[src/rtl/regfile_pkg.sv]
// Shared register-file types: address/data widths, writeback arbiter states and write request.
package regfile_pkg;

  localparam int REG_ADDR_W = 5;   // RegAddrBus width
  localparam int REG_DATA_W = 32;  // RegBus width

  typedef enum logic [1:0] {
    IDLE,
    DRAIN,
    FORCE
  } wb_state_e;

  typedef struct packed {
    logic [REG_ADDR_W-1:0] addr;
    logic [REG_DATA_W-1:0] data;
  } wb_req_t;

endpackage

[src/rtl/wb_result_fifo.sv]
// Synchronous FIFO with the head visible combinationally (zero-latency read).
// A push while full is taken only when a pop happens in the same cycle.
module wb_result_fifo #(
  parameter int WIDTH = 37,
  parameter int DEPTH = 2
) (
  input  logic                       clk,
  input  logic                       rst,
  input  logic                       push_i,
  input  logic [WIDTH-1:0]           push_dat_i,
  input  logic                       pop_i,
  output logic [WIDTH-1:0]           head_o,
  output logic                       full_o,
  output logic                       empty_o,
  output logic [$clog2(DEPTH):0]     count_o
);

  localparam int PTR_W = $clog2(DEPTH);
  localparam int CNT_W = PTR_W + 1;

  logic [WIDTH-1:0] mem_q [DEPTH];
  logic [PTR_W-1:0] wr_ptr_q, rd_ptr_q;
  logic [CNT_W-1:0] count_q;
  logic             do_push, do_pop;

  assign empty_o = (count_q == '0);
  assign full_o  = (count_q == CNT_W'(DEPTH));
  assign count_o = count_q;
  assign head_o  = mem_q[rd_ptr_q];

  assign do_pop  = pop_i && !empty_o;
  assign do_push = push_i && (!full_o || do_pop);

  // DEPTH is a power of two, so the pointers wrap by plain overflow.
  always_ff @(posedge clk) begin
    if (rst) begin
      wr_ptr_q <= '0;
      rd_ptr_q <= '0;
      count_q  <= '0;
    end else begin
      if (do_push) wr_ptr_q <= wr_ptr_q + PTR_W'(1);
      if (do_pop)  rd_ptr_q <= rd_ptr_q + PTR_W'(1);
      count_q <= count_q + CNT_W'(do_push) - CNT_W'(do_pop);
    end
  end

  always_ff @(posedge clk) begin
    if (do_push) mem_q[wr_ptr_q] <= push_dat_i;
  end

endmodule

[src/rtl/wb_port_arbiter.sv]
// Shares the regfile write port between pipeline writeback (priority) and buffered LLU results,
// forcing a drain via stall_req when the FIFO head starves, and tracking pending LLU writes per register.
module wb_port_arbiter
  import regfile_pkg::*;
#(
  parameter int ADDR_W     = REG_ADDR_W,
  parameter int DATA_W     = REG_DATA_W,
  parameter int FIFO_DEPTH = 2,
  parameter int STARVE_MAX = 4
) (
  input  logic                  clk,
  input  logic                  rst,
  input  logic                  pipe_we,
  input  logic [ADDR_W-1:0]     pipe_waddr,
  input  logic [DATA_W-1:0]     pipe_wdata,
  input  logic                  issue_valid,
  input  logic [ADDR_W-1:0]     issue_waddr,
  input  logic                  llu_valid,
  output logic                  llu_ready,
  input  logic [ADDR_W-1:0]     llu_waddr,
  input  logic [DATA_W-1:0]     llu_wdata,
  output logic                  rf_we,
  output logic [ADDR_W-1:0]     rf_waddr,
  output logic [DATA_W-1:0]     rf_wdata,
  output logic [2**ADDR_W-1:0]  busy_mask,
  output logic                  stall_req
);

  localparam int NREG  = 2**ADDR_W;
  localparam int CNT_W = $clog2(FIFO_DEPTH) + 1;
  localparam int AGE_W = $clog2(STARVE_MAX + 1);

  typedef struct packed {
    logic [ADDR_W-1:0] addr;
    logic [DATA_W-1:0] data;
  } req_t;

  req_t             push_req, head;
  logic             fifo_full, fifo_empty, fifo_push, fifo_pop, pipe_slot, last_entry;
  logic [CNT_W-1:0] fifo_count;

  wb_state_e        state_q, state_d;
  logic [AGE_W-1:0] age_q, age_d;
  logic [NREG-1:0]  busy_q, busy_d;
  logic             stall_q;

  assign push_req  = '{addr: llu_waddr, data: llu_wdata};
  assign llu_ready = !fifo_full;
  assign pipe_slot = pipe_we && (pipe_waddr != '0);
  // Results for r0 are acknowledged but never stored.
  assign fifo_push = !rst && llu_valid && llu_ready && (llu_waddr != '0);
  assign fifo_pop  = !rst && !pipe_slot && !fifo_empty;
  assign last_entry = (fifo_count == CNT_W'(1));

  wb_result_fifo #(
    .WIDTH ($bits(req_t)),
    .DEPTH (FIFO_DEPTH)
  ) u_fifo (
    .clk        (clk),
    .rst        (rst),
    .push_i     (fifo_push),
    .push_dat_i (push_req),
    .pop_i      (fifo_pop),
    .head_o     (head),
    .full_o     (fifo_full),
    .empty_o    (fifo_empty),
    .count_o    (fifo_count)
  );

  always_comb begin
    rf_we    = 1'b0;
    rf_waddr = '0;
    rf_wdata = '0;
    if (!rst) begin
      if (pipe_slot) begin
        rf_we    = 1'b1;
        rf_waddr = pipe_waddr;
        rf_wdata = pipe_wdata;
      end else if (!fifo_empty) begin
        rf_we    = 1'b1;
        rf_waddr = head.addr;
        rf_wdata = head.data;
      end
    end
  end

  always_comb begin
    age_d = age_q;
    if (fifo_pop || fifo_empty) begin
      age_d = '0;
    end else if (age_q != AGE_W'(STARVE_MAX)) begin
      age_d = age_q + AGE_W'(1);
    end
  end

  always_comb begin
    state_d = state_q;
    case (state_q)
      IDLE: begin
        if (fifo_push) state_d = DRAIN;
      end
      DRAIN: begin
        if (fifo_pop && last_entry && !fifo_push) begin
          state_d = IDLE;
        end else if (!fifo_pop && (age_q == AGE_W'(STARVE_MAX - 1))) begin
          state_d = FORCE;
        end
      end
      FORCE: begin
        if (fifo_pop) state_d = (last_entry && !fifo_push) ? IDLE : DRAIN;
      end
      default: state_d = IDLE;
    endcase
  end

  // Clear before set so an issue in the same cycle as the old result's write keeps the bit.
  always_comb begin
    busy_d = busy_q;
    if (fifo_pop) busy_d[head.addr] = 1'b0;
    if (issue_valid && (issue_waddr != '0)) busy_d[issue_waddr] = 1'b1;
    busy_d[0] = 1'b0;
  end

  always_ff @(posedge clk) begin
    if (rst) begin
      state_q <= IDLE;
      age_q   <= '0;
      busy_q  <= '0;
      stall_q <= 1'b0;
    end else begin
      state_q <= state_d;
      age_q   <= age_d;
      busy_q  <= busy_d;
      stall_q <= (state_d == FORCE);
    end
  end

  assign busy_mask = busy_q;
  assign stall_req = stall_q;

  // Pipeline must not write a register whose LLU result is still outstanding.
  assert property (@(posedge clk) disable iff (rst) !(pipe_slot && busy_q[pipe_waddr]));

endmodule

[config.mk]
export PLATFORM = sky130hd
export DESIGN_NAME = wb_port_arbiter
export DESIGN_NICKNAME = d
export VERILOG_FILES = /design/src/rtl/regfile_pkg.sv /design/src/rtl/wb_result_fifo.sv /design/src/rtl/wb_port_arbiter.sv
export SDC_FILE = /design/constraint.sdc
export NUM_CORES = 1
export LEC_CHECK = 0
export ABC_AREA = 0
export CORE_UTILIZATION = 30
export CTS_CLUSTER_DIAMETER = 50
export DETAILED_ROUTE_END_ITERATION = 10
export PLACE_DENSITY = 0.63
export SLEW_MARGIN = 25
export SYNTH_ARGS = -nofsm -noshare
export SYNTH_HDL_FRONTEND = slang
export SYNTH_SLANG_ARGS = --single-unit
[constraint.sdc]
create_clock -name clk -period 8.3 [get_ports clk]
set_input_delay 2.49 -clock clk [delete_from_list [all_inputs] [get_ports clk]]
set_output_delay 2.49 -clock clk [all_outputs]
set_load 0.03 [all_outputs]
======== Yosys cells after proc, flatten, opt, wreduce, memory -nomap -nowiden ========
Memory sizes are Yosys's and may differ from the RTL's. A register that Yosys moved wholly into a read port is not among the register bits.
Index checks and enable logic that the tools add are counted.
storage, ports and cells
  bits in registers ....................... 42
  bits in latches ......................... 0
  bits in writable memories ............... 74
  ROM bits ................................ 0
  output and inout port bits .............. 72
  memories kept ........................... 1
cells by class
  add/sub/neg operators ................... 5
  multipliers ............................. 0
  div/mod/pow operators ................... 0
  order comparisons ....................... 4
  equality and inequality tests ........... 7
  shift operators ......................... 0
  multiplexer cells ....................... 25
  bitwise logic cells ..................... 3
  reductions and logical operators ........ 29
memory list
  memory        words  bits a word  rd ports  clocked after Yosys merged registers in  write ports  line                  text
  u_fifo.mem_q  2      37           1         1                                        1            wb_result_fifo.sv:21  logic [WIDTH-1:0] mem_q [DEPTH];
operator list
  operator             count
  $mux 32              5
  $and 32x32->32       1
  $not 32->32          1
  $or 32x32->32        1
  $logic_and 1x1->1    15
  $mux 5               3
  $reduce_bool 5->1    3
  $lt 5x6->1 const B   2
  $demux 1 s5          2
  $ge 5x1->1 const B   2
  $mux 1               10
  $mux 2               4
  $eq 2x2->1 const B   3
  $logic_not 1->1      6
  $pmux 2 s3           1
  $eq 2x1->1 const B   2
  $logic_not 2->1      2
  $add 3x1->3 const B  1
  $eq 3x2->1 const B   1
  $ne 3x3->1 const B   1
  $add 1x1->1 const B  2
  $add 2x1->2          1
  $logic_or 1x1->1     2
  $reduce_or 2->1      1
  $sub 2x1->2          1

======== Longest topological paths before layout ========
Gate-level depths: netlist (run 1).
  depth after elaboration ................. 11
  depth in mapped cells ................... 9
  mapped depth without buffers ............ 9

======== Hierarchy ========
From an unflattened synthesis (run 1), not the netlist that was laid out.
second synthesis, totals
  cells, all modules ...................... 422
  area total of the unflattened synthesis .. 5,171.2 um^2
by module, submodules not included
  module           instances  cells an instance  area each (um^2)
  wb_result_fifo   1          147                2,947.8
  wb_port_arbiter  1          275                2,223.4

======== Worst setup path after synthesis (run 1) ========
OpenSTA, ideal clock, no wires.
  path type ............................... input to output
  start point ............................. input port pipe_waddr[3]
  end point ............................... output port rf_wdata[16]
  arrival ................................. 3,837 ps
  required time ........................... 5,810 ps
  setup slack ............................. 1,973 ps
  stages on the path ...................... 4
  path buffers ............................ 0
  cell sequence ........................... or3_4 -> o31ai_4 -> mux2i_1 -> nor2_1
between the ends
  longest elaborated chain between the ends .. 4
ends and longest elaborated chain
  what                line                   text
  start: declaration  wb_port_arbiter.sv:14  input logic [ADDR_W-1:0] pipe_waddr,
  $reduce_bool 5->1   wb_port_arbiter.sv:49  assign pipe_slot = pipe_we && (pipe_waddr != '0);
  $logic_and 1x1->1   wb_port_arbiter.sv:49
  $mux 32             wb_port_arbiter.sv:75  if (pipe_slot) begin
  $mux 32             wb_port_arbiter.sv:74  if (!rst) begin
  end: declaration    wb_port_arbiter.sv:24  output logic [DATA_W-1:0] rf_wdata,
No other way between the ends.

======== Final worst setup path (run 1) ========
  start point ............................. input port pipe_waddr[3]
  end point ............................... output port rf_wdata[22]
The elaborated chain is that of the path after synthesis.

==> results by group, run 1 <==
Status
  • Status: completed

Finish
  • Non-Filler Instances: between 800 and 900
  • Nets: between 600 and 700
  • Final instance area: between 0.007 and 0.008 sq mm
  • Filler cells: 1507
  • Antenna Cells: 0
  • Share of cells above drive strength 1: 9.46%
  • Register area: roughly 0.0031 sq mm
  • Final Util: between 40% and 50%
  • Syn-to-layout area delta: 45.8%
  • Area occupied by multi-input gates: 0.00191 sq mm

Routing
  • DRC: 0
  • Total routed wirelength: about 14 mm
  • Vias: 4015
  • Vias per inst: 4.94
  • Antenna viol nets, final: 0
  • Drt wl/cell: 17.0 microns
  • 1st-iter DRT viols: roughly 200
  • Drt pass-1 iters: 5

Clock network
  • Post-cts hold buffer count: 0
  • TritonCTS clock tree: done
  • Clock transition at path regs: roughly 0.05 ns
  • Longest Clk Path Bufs: 2
  • CTS-repair resized insts: 0
  • Clk Latency, worst-skew pair: approximately 0.41 ns
  • Root Buffer: clkbuf_16
  • Cts bufs inserted: 17
  • H-tree levels: 4
  • Total clock sinks: approximately 120
  • Postcts setup bufs: 0

Placement
  • Placed inst area: 0.00689 sq mm
  • IO buf count: between 150 and 200
  • GPL Wtd Cong: between 0.8 and 0.9
  • Hpwl dp: around 10 mm
  • Inst Count DP: between 700 and 800

Logic synthesis
  • Seq/Total Area, Yosys: between 50% and 60%
  • Compound-Gate Fraction of Synth Area: 16.2%
  • Syn. warnings: 0
  • Largest family of logic cells by synthesized area: compound AO/OA/AOI/OAI gates
  • Post-synth EDFFs: 74
  • Synth Register Bits: 116
  • Syn Std Cell Area: ~0.0051 sq mm
  • Mean post-synth cell area: ~12 sq um
  • Largest cells by area after synthesis: edfxtp_1, dfxtp_1, mux2i_1
  • Asr flop ratio synth: 0%
  • Synth cell types: 49
  • Ys flop type: edfxtp_1
  • Synth Area in XOR/XNOR: 0.857%
  • Synth Area in Simple Gates: between 10 and 15%
  • Cell count after synthesis: approximately 420
  • Area leader, netlist: edfxtp_1
  • Post-Synth Adder-Cell Area: between 1 and 1.5%
  • Syn Nets: 510
  • Synth top area share: ~43%
  • Mux cell area share after synthesis: 8.67%

Die
  • Die area: around 0.018 sq mm
  • Die Ht: 133 microns
  • # IOs: approximately 160
  • # rows: 47
  • Core area: roughly 0.017 sq mm
  • Initial cell density of the core: a little under a third
  • Die W: roughly 130 microns

Timing
  • Tmin final: around 7.7 ns
  • RSZ-0062 raised after global routing: false
  • Slew Viols, Final: 0
  • Setup-failing EPs final: 0
  • Part of the cycle the worst path needs: approximately 92%
  • Clk_skew: approximately 0.013 ns
  • Worst-Margin Slew: 0.975 ns
  • Setup_tns: 0 ns
  • Fmax: ~130 MHz
  • Final hold viol count: 0
  • Min Hold Slack: ~0.48 ns
  • Worst slew margin: a little over a third

Critical path
  • Startpoint Class: input port
  • Worst EP arrival: about 5.2 ns
  • CP endpoint kind: output pin
  • CP Class: in -> out
  • Crit Path Max Fanout: 17
  • Critical Path RT: between 5 and 6 ns

GRT
  • Grt met1 use: approximately a fifth
  • GRT Total Usage: between 10% and 20%
  • Wire length of the first global-routing pass: ~22 mm
  • Largest net degree at the start of global routing: 38
  • Gr ovfl total: 0
  • Antenna violations before repair: 0
  • Met2 Use GR: around 27%
  • Vias in the first global route: 4095
  • M3 GR Usage: under 10%
  • Busiest layer in global routing: met2

Power and ir drop
  • PwrDens: 207 mW/mm^2
  • Pleak: between 0.002 and 0.0025 uW
  • Peak supply drop: about 0.14 mV

Flow run
  • Max Cap Violations: 0

Hold path
  • Min-delay worst type: reg -> reg
[path summary, 6_finish.rpt]
check	startpoint	to	slack, ns	depth (start not counted)
worst max-delay path	pipe_waddr[3]	rf_wdata[22]	0.65	6
worst min-delay path	busy_mask[31]	busy_mask[31]	0.48	2
worst max register to register	u_fifo.count_o[1]	u_fifo.count_o[1]	5.96	9
worst min register to register	busy_mask[31]	busy_mask[31]	0.48	2
[through the flow]
stage,total power (uW),worst slack [ns]
after CTS,1560,0.647
after detailed placement,881,0.665
after global routing,1600,0.477
final,1550,0.647
after floorplan,776,1.97
after global placement,874,0.728
[metal layers]
| metal | part of all wire, % | vias to the layer above |
|---|---|---|
| li1 | - | 1930 |
| met1 | 42 | 1882 |
| met2 | 48 | 186 |
| met3 | 8.8 | 17 |
| met4 | 1.5 | 0 |
| met5 | 0 | - |
[synthesized netlist by cell type (2+ instances only)]
cell / instances
nor3_1: 8
buf_6: 3
o2111ai_1: 4
o2bb2ai_1: 30
dfxtp_1: 42
or2_2: 4
and3_1: 2
edfxtp_1: 74
ha_1: 5
and3b_1: 5
nor3_2: 2
a21oi_1: 32
nand2_1: 35
and2_1: 2
clkbuf_1: 12
inv_1: 8
nor2_1: 24
a311oi_1: 12
buf_2: 6
mux2_2: 2
nor3b_1: 5
mux2i_1: 42
nor2b_1: 4
nand2b_1: 5
xnor2_1: 4
o21ai_0: 26
[cells by family (layout without fill, tap and decap cells)]
logic type | Yosys count | in the layout
AOI/OAI and AO/OA | 118 | 118
other | 1 | 1
xor gates and xnor gates | 5 | 5
muxes | 44 | 44
DFF | 116 | 116
buffers and inverters | 31 | 202
adders and majority gates | 5 | 5
and+or+nand+nor | 101 | 101
[report_power, final]
group          switching (uW)  total, uW  internal [uW]
sequential               13.3        653            639
combinational             117        215           98.4
clock                     249        678            428
[registers in the layout (all words and copies together), names as in the netlist, named ones only]
| register | cells |
|---|---|
| age_q | 3 |
| busy_mask | 31 |
| stall_req | 1 |
| state_q | 2 |
| u_fifo.count_o | 2 |
| u_fifo.mem_q | 74 |
| u_fifo.rd_ptr_q | 1 |
| u_fifo.wr_ptr_q | 1 |
[worst max-delay path, cell delays in order]
cell and delay, ns:
clkdlybuf4s50_1 0.49, o31ai_2 0.46, nand3_2 0.50, buf_4 0.37, o2bb2ai_1 0.15, clkdlybuf4s50_1 0.69
[area by class of cell]
class	instances	area share [%]
clock buffers	24	6.89
flip-flops and latches	116	41.1
multi-input cells	274	25.6
repair buffers	161	21.6
clock inverters	8	0.638
well taps	220	3.69
inverters	9	0.453
[cell usage in the layout (no fill, tap or decap), drive strengths merged, types with 24 or more instances in the layout]
cell,netlist,final
a21oi,32,32
clkbuf,12,24
clkdlybuf4s50,0,153
dfxtp,42,42
edfxtp,74,74
mux2i,42,42
nand2,35,35
nor2,25,25
o21ai,27,27
o2bb2ai,30,30
Note: power is estimated with default switching activity, not from simulation.
==> run 2: changes to the inputs <==
--- a/config.mk
+++ b/config.mk
@@ -9,7 +9,7 @@
 export CORE_UTILIZATION = 30
 export CTS_CLUSTER_DIAMETER = 50
 export DETAILED_ROUTE_END_ITERATION = 10
-export PLACE_DENSITY = 0.63
+export PLACE_DENSITY = 0.65
 export SLEW_MARGIN = 25
 export SYNTH_ARGS = -nofsm -noshare
 export SYNTH_HDL_FRONTEND = slang
==> constraint.sdc (replaced) <==
create_clock -name clk -period 6.9 [get_ports clk]
set_input_delay 2.07 -clock clk [delete_from_list [all_inputs] [get_ports clk]]
set_output_delay 2.07 -clock clk [all_outputs]
set_load 0.03 [all_outputs]
==> results by group, run 2 (synthesis gave the netlist of run 1 again) <==
Status
  • Status: completed

Placement
  • GPL Wtd Cong: 0.868
  • Hpwl dp: ~9.6 mm
  • IO buf count: around 150
  • Placed inst area: approximately 0.0070 sq mm
  • Pre-CTS setup slack: approximately 0.45 ns

Die
  • # rows: 47
  • Die area: 0.0176 sq mm
  • # IOs: 156
  • Die W: between 100 and 150 microns
  • Core area: 0.0166 sq mm
  • Initial cell density of the core: a little under a third
  • Die Ht: between 100 and 150 microns

Power and ir drop
  • Peak supply drop: 0.178 mV
  • PwrDens: approximately 250 mW/mm^2
  • Pleak: approximately 0.0025 uW
  • Power after layout: roughly 1900 uW

GRT
  • Wire length of the first global-routing pass: between 20 and 25 mm
  • Vias in the first global route: about 4000
  • GRT Total Usage: between 10% and 20%
  • Gr ovfl total: 0
  • Largest net degree at the start of global routing: 44
  • Antenna violations before repair: 1

Critical path
  • Crit Path Max Fanout: 33
  • Worst reg2reg setup slack: approximately 4.8 ns
  • Critical Path RT: 4.83 ns
  • Startpoint Class: input port
  • Worst EP arrival: between 4 and 5 ns
  • R2r endpoint: u_fifo.count_o[1]
  • Reg2reg start: u_fifo.count_o[1]
  • CP endpoint kind: output pin
  • Register-to-Register Path Depth: 10
  • CP Class: in -> out

Timing
  • Setup_tns: 0 ns
  • Setup-failing EPs final: 0
  • Worst Setup Slack, final: approximately 0.44 ns
  • Fmax: roughly 150 MHz
  • Worst-Margin Slew: between 0.9 and 1 ns
  • Final hold viol count: 0
  • Tmin final: 6.46 ns
  • Slew Viols, Final: 0
  • Worst slew margin: 34.7%
  • RSZ-0062 raised after global routing: false
  • Clk_skew: 0.0133 ns
  • Part of the cycle the worst path needs: between 90% and 100%

Hold path
  • Hold path depth: 2
  • Worst Hold Endpoint: busy_mask[22]
  • Min-delay worst type: reg -> reg
  • Hold_sp: busy_mask[22]

Finish
  • Commonest cells after routing, fill and taps aside: clkdlybuf4s50_1, edfxtp_1, mux2i_1
  • Syn-to-layout area delta: 47.5%
  • Largest reg by FF count: u_fifo.mem_q
  • Antenna Cells: 0
  • Commonest non-fill, non-tap cell in the layout: clkdlybuf4s50_1
  • Max FFs per register: 74
  • Final instance area: 0.00754 sq mm
  • Share of cells above drive strength 1: around 11%
  • Nets: between 600 and 700

Flow run
  • Max Cap Violations: 0

Routing
  • 1st-iter DRT viols: 276
  • Antenna viol nets, final: 0
  • Drt wl/cell: about 16 microns
  • Total routed wirelength: approximately 13 mm
  • Vias per inst: a little under 5
  • Drt pass-1 iters: 4
  • Vias: ~4000
  • DRC: 0

Clock network
  • TritonCTS clock tree: done
  • Total clock sinks: around 120
  • Root Buffer: clkbuf_16
  • H-tree levels: 4
  • Post-cts hold buffer count: 0
  • Postcts setup bufs: 0
  • Clk Latency, worst-skew pair: a little over 0.4 ns
  • Cts bufs inserted: 17
  • Longest Clk Path Bufs: 2
  • Clock transition at path regs: 0.06 ns
  • CTS-repair resized insts: 0
==> run 2: cell types whose count changed in the layout (fill, tap and decap cells not counted), sizes merged, moves of 2 or more <==
cell and change:
clkbuf -7, clkinv -2, clkinvlp +3, clkdlybuf4s50 -8
inv +5, buf +8
==> run 2: layout make-up <==
type	count	area, sq um
inverters	9	33.8
repair buffers	161	1680
clock buffers	17	425
flip-flops and latches	116	3070
clock inverters	15	146
well taps	220	275
fillers	1520	9040
multi-input cells	274	1910
==> run 2: critical path, cell delays in order <==
cell	delay [ns]
clkdlybuf4s50_1	0.52
o21ai_1	0.43
nand3_2	0.23
buf_12	0.23
o2bb2ai_1	0.17
clkdlybuf4s50_1	0.72
==> run 2: power breakdown <==
part           switching, uW  internal [uW]  leakage (uW)  total (uW)
clock network            332            503      0.000264         834
registers               18.2            768       0.00102         786
logic                    140            125       0.00117         265
total                    490           1400       0.00245        1890
==> run 2: how the worst max path moves through the flow <==
| stage | slack (ns) | start | end |
|---|---|---|---|
| 2_1_floorplan | 1.41 | pipe_waddr[3] | rf_wdata[16] |
| 4_1_cts | 0.44 | pipe_waddr[0] | rf_wdata[5] |
| 6_report | 0.44 | pipe_waddr[0] | rf_wdata[5] |
| 3_5_place_dp | 0.45 | pipe_waddr[0] | rf_wdata[5] |
| 5_1_grt | 0.33 | pipe_waddr[0] | rf_wdata[19] |
| 3_3_place_gp | 0.49 | pipe_waddr[2] | rf_wdata[7] |
==> run 2: stage by stage <==
step                      util, %  cells  hold slack [ns]
after floorplan                 -    421            0.470
after global placement       41.7    778            0.465
after detailed placement     42.0    780            0.472
after CTS                    45.4    812            0.480
after global routing         45.5    812            0.492
final                        45.5    812            0.476
==> run 2: metal layers <==
layer / track usage [%] / wire length [microns] / vias up
met4: 6.19 / 182 / 2
met5: 0 / 11 / -
met2: 26.8 / 6490 / 166
met3: 5.33 / 964 / 17
met1: 18.3 / 5620 / 1880
li1: - / - / 1918
==> run 3: changes to the inputs <==
--- a/config.mk
+++ b/config.mk
@@ -10,7 +10,7 @@
 export CTS_CLUSTER_DIAMETER = 50
 export DETAILED_ROUTE_END_ITERATION = 10
 export PLACE_DENSITY = 0.65
-export SLEW_MARGIN = 25
+export SLEW_MARGIN = 20
 export SYNTH_ARGS = -nofsm -noshare
 export SYNTH_HDL_FRONTEND = slang
 export SYNTH_SLANG_ARGS = --single-unit
==> constraint.sdc (replaced) <==
create_clock -name clk -period 5.9 [get_ports clk]
set_input_delay 1.77 -clock clk [delete_from_list [all_inputs] [get_ports clk]]
set_output_delay 1.77 -clock clk [all_outputs]
set_load 0.03 [all_outputs]
==> results by group, run 3 (synthesis gave the netlist of run 1 again) <==
Finish
  • Filler cells: roughly 1500
  • Commonest cells after routing, fill and taps aside: clkdlybuf4s50_1, edfxtp_1, mux2i_1
  • Max FFs per register: 74
  • Nets: 667
  • Share of cells above drive strength 1: 15.7%
  • Largest reg by FF count: u_fifo.mem_q
  • Non-Filler Instances: 812
  • Syn-to-layout area delta: 45.0%
  • Commonest non-fill, non-tap cell in the layout: clkdlybuf4s50_1
  • Final instance area: around 0.0074 sq mm

Clock network
  • Post-cts hold buffer count: 0
  • Clock transition at path regs: 0.06 ns
  • Longest Clk Path Bufs: 2
  • Postcts setup bufs: 0
  • Cts bufs inserted: 17
  • Root Buffer: clkbuf_16
  • Total clock sinks: between 100 and 150
  • Clk Latency, worst-skew pair: ~0.4 ns
  • H-tree levels: 4
  • CTS-repair resized insts: 0
  • TritonCTS clock tree: done

Critical path
  • Critical Path Start: pipe_waddr[3]
  • CP Class: in -> out
  • Worst EP arrival: 3.75 ns
  • Register-to-Register Path Depth: 4
  • Worst setup path end: rf_we
  • Crit Path Max Fanout: 3
  • Startpoint Class: input port
  • Worst reg2reg setup slack: 3.72 ns
  • R2r endpoint: busy_mask[19]
  • CP endpoint kind: output pin
  • Critical Path RT: 4.13 ns

Timing
  • RSZ-0062 raised after global routing: false
  • Min Hold Slack: 0.475 ns
  • Final hold viol count: 0
  • Part of the cycle the worst path needs: 93.5%
  • Slew Viols, Final: 0
  • Worst-Margin Slew: 0.992 ns
  • Clk_skew: between 0.008 and 0.009 ns
  • Setup_tns: 0 ns
  • Tmin final: about 5.5 ns
  • Fmax: between 150 and 200 MHz
  • Setup-failing EPs final: 0
  • Worst slew margin: around a third

Routing
  • Antenna viol nets, final: 0
  • Total routed wirelength: 13.4 mm
  • Vias: 3989
  • Drt wl/cell: 16.5 microns
  • Vias per inst: ~4.9
  • Drt pass-1 iters: 5
  • 1st-iter DRT viols: 222
  • DRC: 0

Power and ir drop
  • Internal Dissipation: approximately 1600 uW
  • Sequential fraction of design power: about two fifths
  • P_sw: 580 uW
  • Power share of the clock group: roughly 45%
  • Sw Ratio: between 20% and 30%
  • PwrDens: about 300 mW/mm^2
  • Pleak: between 0.002 and 0.0025 uW
  • Peak supply drop: 0.189 mV
  • Combinational power share: a little over an eighth

Flow run
  • Max Cap Violations: 0

Status
  • Status: completed

GRT
  • GRT Total Usage: between 10% and 20%
  • Gr ovfl total: 0
  • Busiest layer in global routing: met2
  • Met2 Use GR: between 20% and 30%
  • Antenna violations before repair: 1
  • Vias in the first global route: 3898
  • Grt met1 use: ~18%
  • M3 GR Usage: 5.36%
  • Wire length of the first global-routing pass: 20.5 mm
  • Largest net degree at the start of global routing: 42

Die
  • Core area: approximately 0.017 sq mm
  • Die area: between 0.015 and 0.02 sq mm
  • # rows: 47
  • Die W: ~130 microns
  • Initial cell density of the core: a little under a third
  • Die Ht: 133 microns
  • # IOs: roughly 160

Placement
  • Placed inst area: 0.00681 sq mm
  • IO buf count: around 150
  • Hpwl dp: about 9.6 mm
  • GPL Wtd Cong: around 0.87
  • Inst Count DP: slightly below 800

Hold path
  • Hold_sp: busy_mask[21]
  • Min-delay worst type: reg -> reg
## run 3: cell count changes in the layout (fill, tap and decap cells not counted), moves of 2 or more
cell             before  now
buf_4                 7   38
clkdlybuf4s50_1     145  116
buf_12                6    4
clkinvlp_4            5    3
## run 3: through the flow
step	worst slack, ns	power, uW	utilization (%)
finish	0.382	2200	44.7
global route	0.307	2290	44.7
CTS	0.356	2220	44.5
detailed placement	0.358	1230	41.1
global placement	0.358	1230	41.1
floorplan	1.01	1090	-
## run 3: worst min path at each step
| stage | end | slack (ns) | cells past startpoint |
|---|---|---|---|
| 2_1_floorplan | state_q[0] | 0.47 | 1 |
| 3_3_place_gp | busy_mask[25] | 0.46 | 2 |
| 3_5_place_dp | busy_mask[21] | 0.47 | 2 |
| 4_1_cts | busy_mask[21] | 0.47 | 2 |
| 5_1_grt | busy_mask[28] | 0.50 | 2 |
| 6_report | busy_mask[21] | 0.47 | 2 |
## run 3: per-layer routing
layer,vias up,routed length [microns]
li1,1929,-
met1,1856,5640
met2,188,6440
met3,16,1090
met4,0,196
met5,-,0
## run 3: layout make-up
class / instances / area, sq um / area share (%)
clock buffers: 17 / 425 / 5.74
flip-flops and latches: 116 / 3060 / 41.3
clock inverters: 15 / 146 / 1.97
inverters: 9 / 33.8 / 0.456
diodes: 1 / 2.50 / 0.0338
multi-input cells: 274 / 1910 / 25.7
well taps: 220 / 275 / 3.71
repair buffers: 160 / 1560 / 21.0
## run 3: power by group through the flow
stage,registers (uW),clock network (uW),logic [uW]
2_1_floorplan,932,0,160
3_3_place_gp,935,0,290
3_5_place_dp,937,0,295
4_1_cts,920,1010,297
5_1_grt,923,1050,317
6_report,919,987,298
## run 3: worst max-delay path: stages
cell and delay (ns):
clkdlybuf4s50_1 0.45, or3_4 0.45, o31ai_4 0.28, a21oi_1 0.14, clkdlybuf4s50_1 0.64
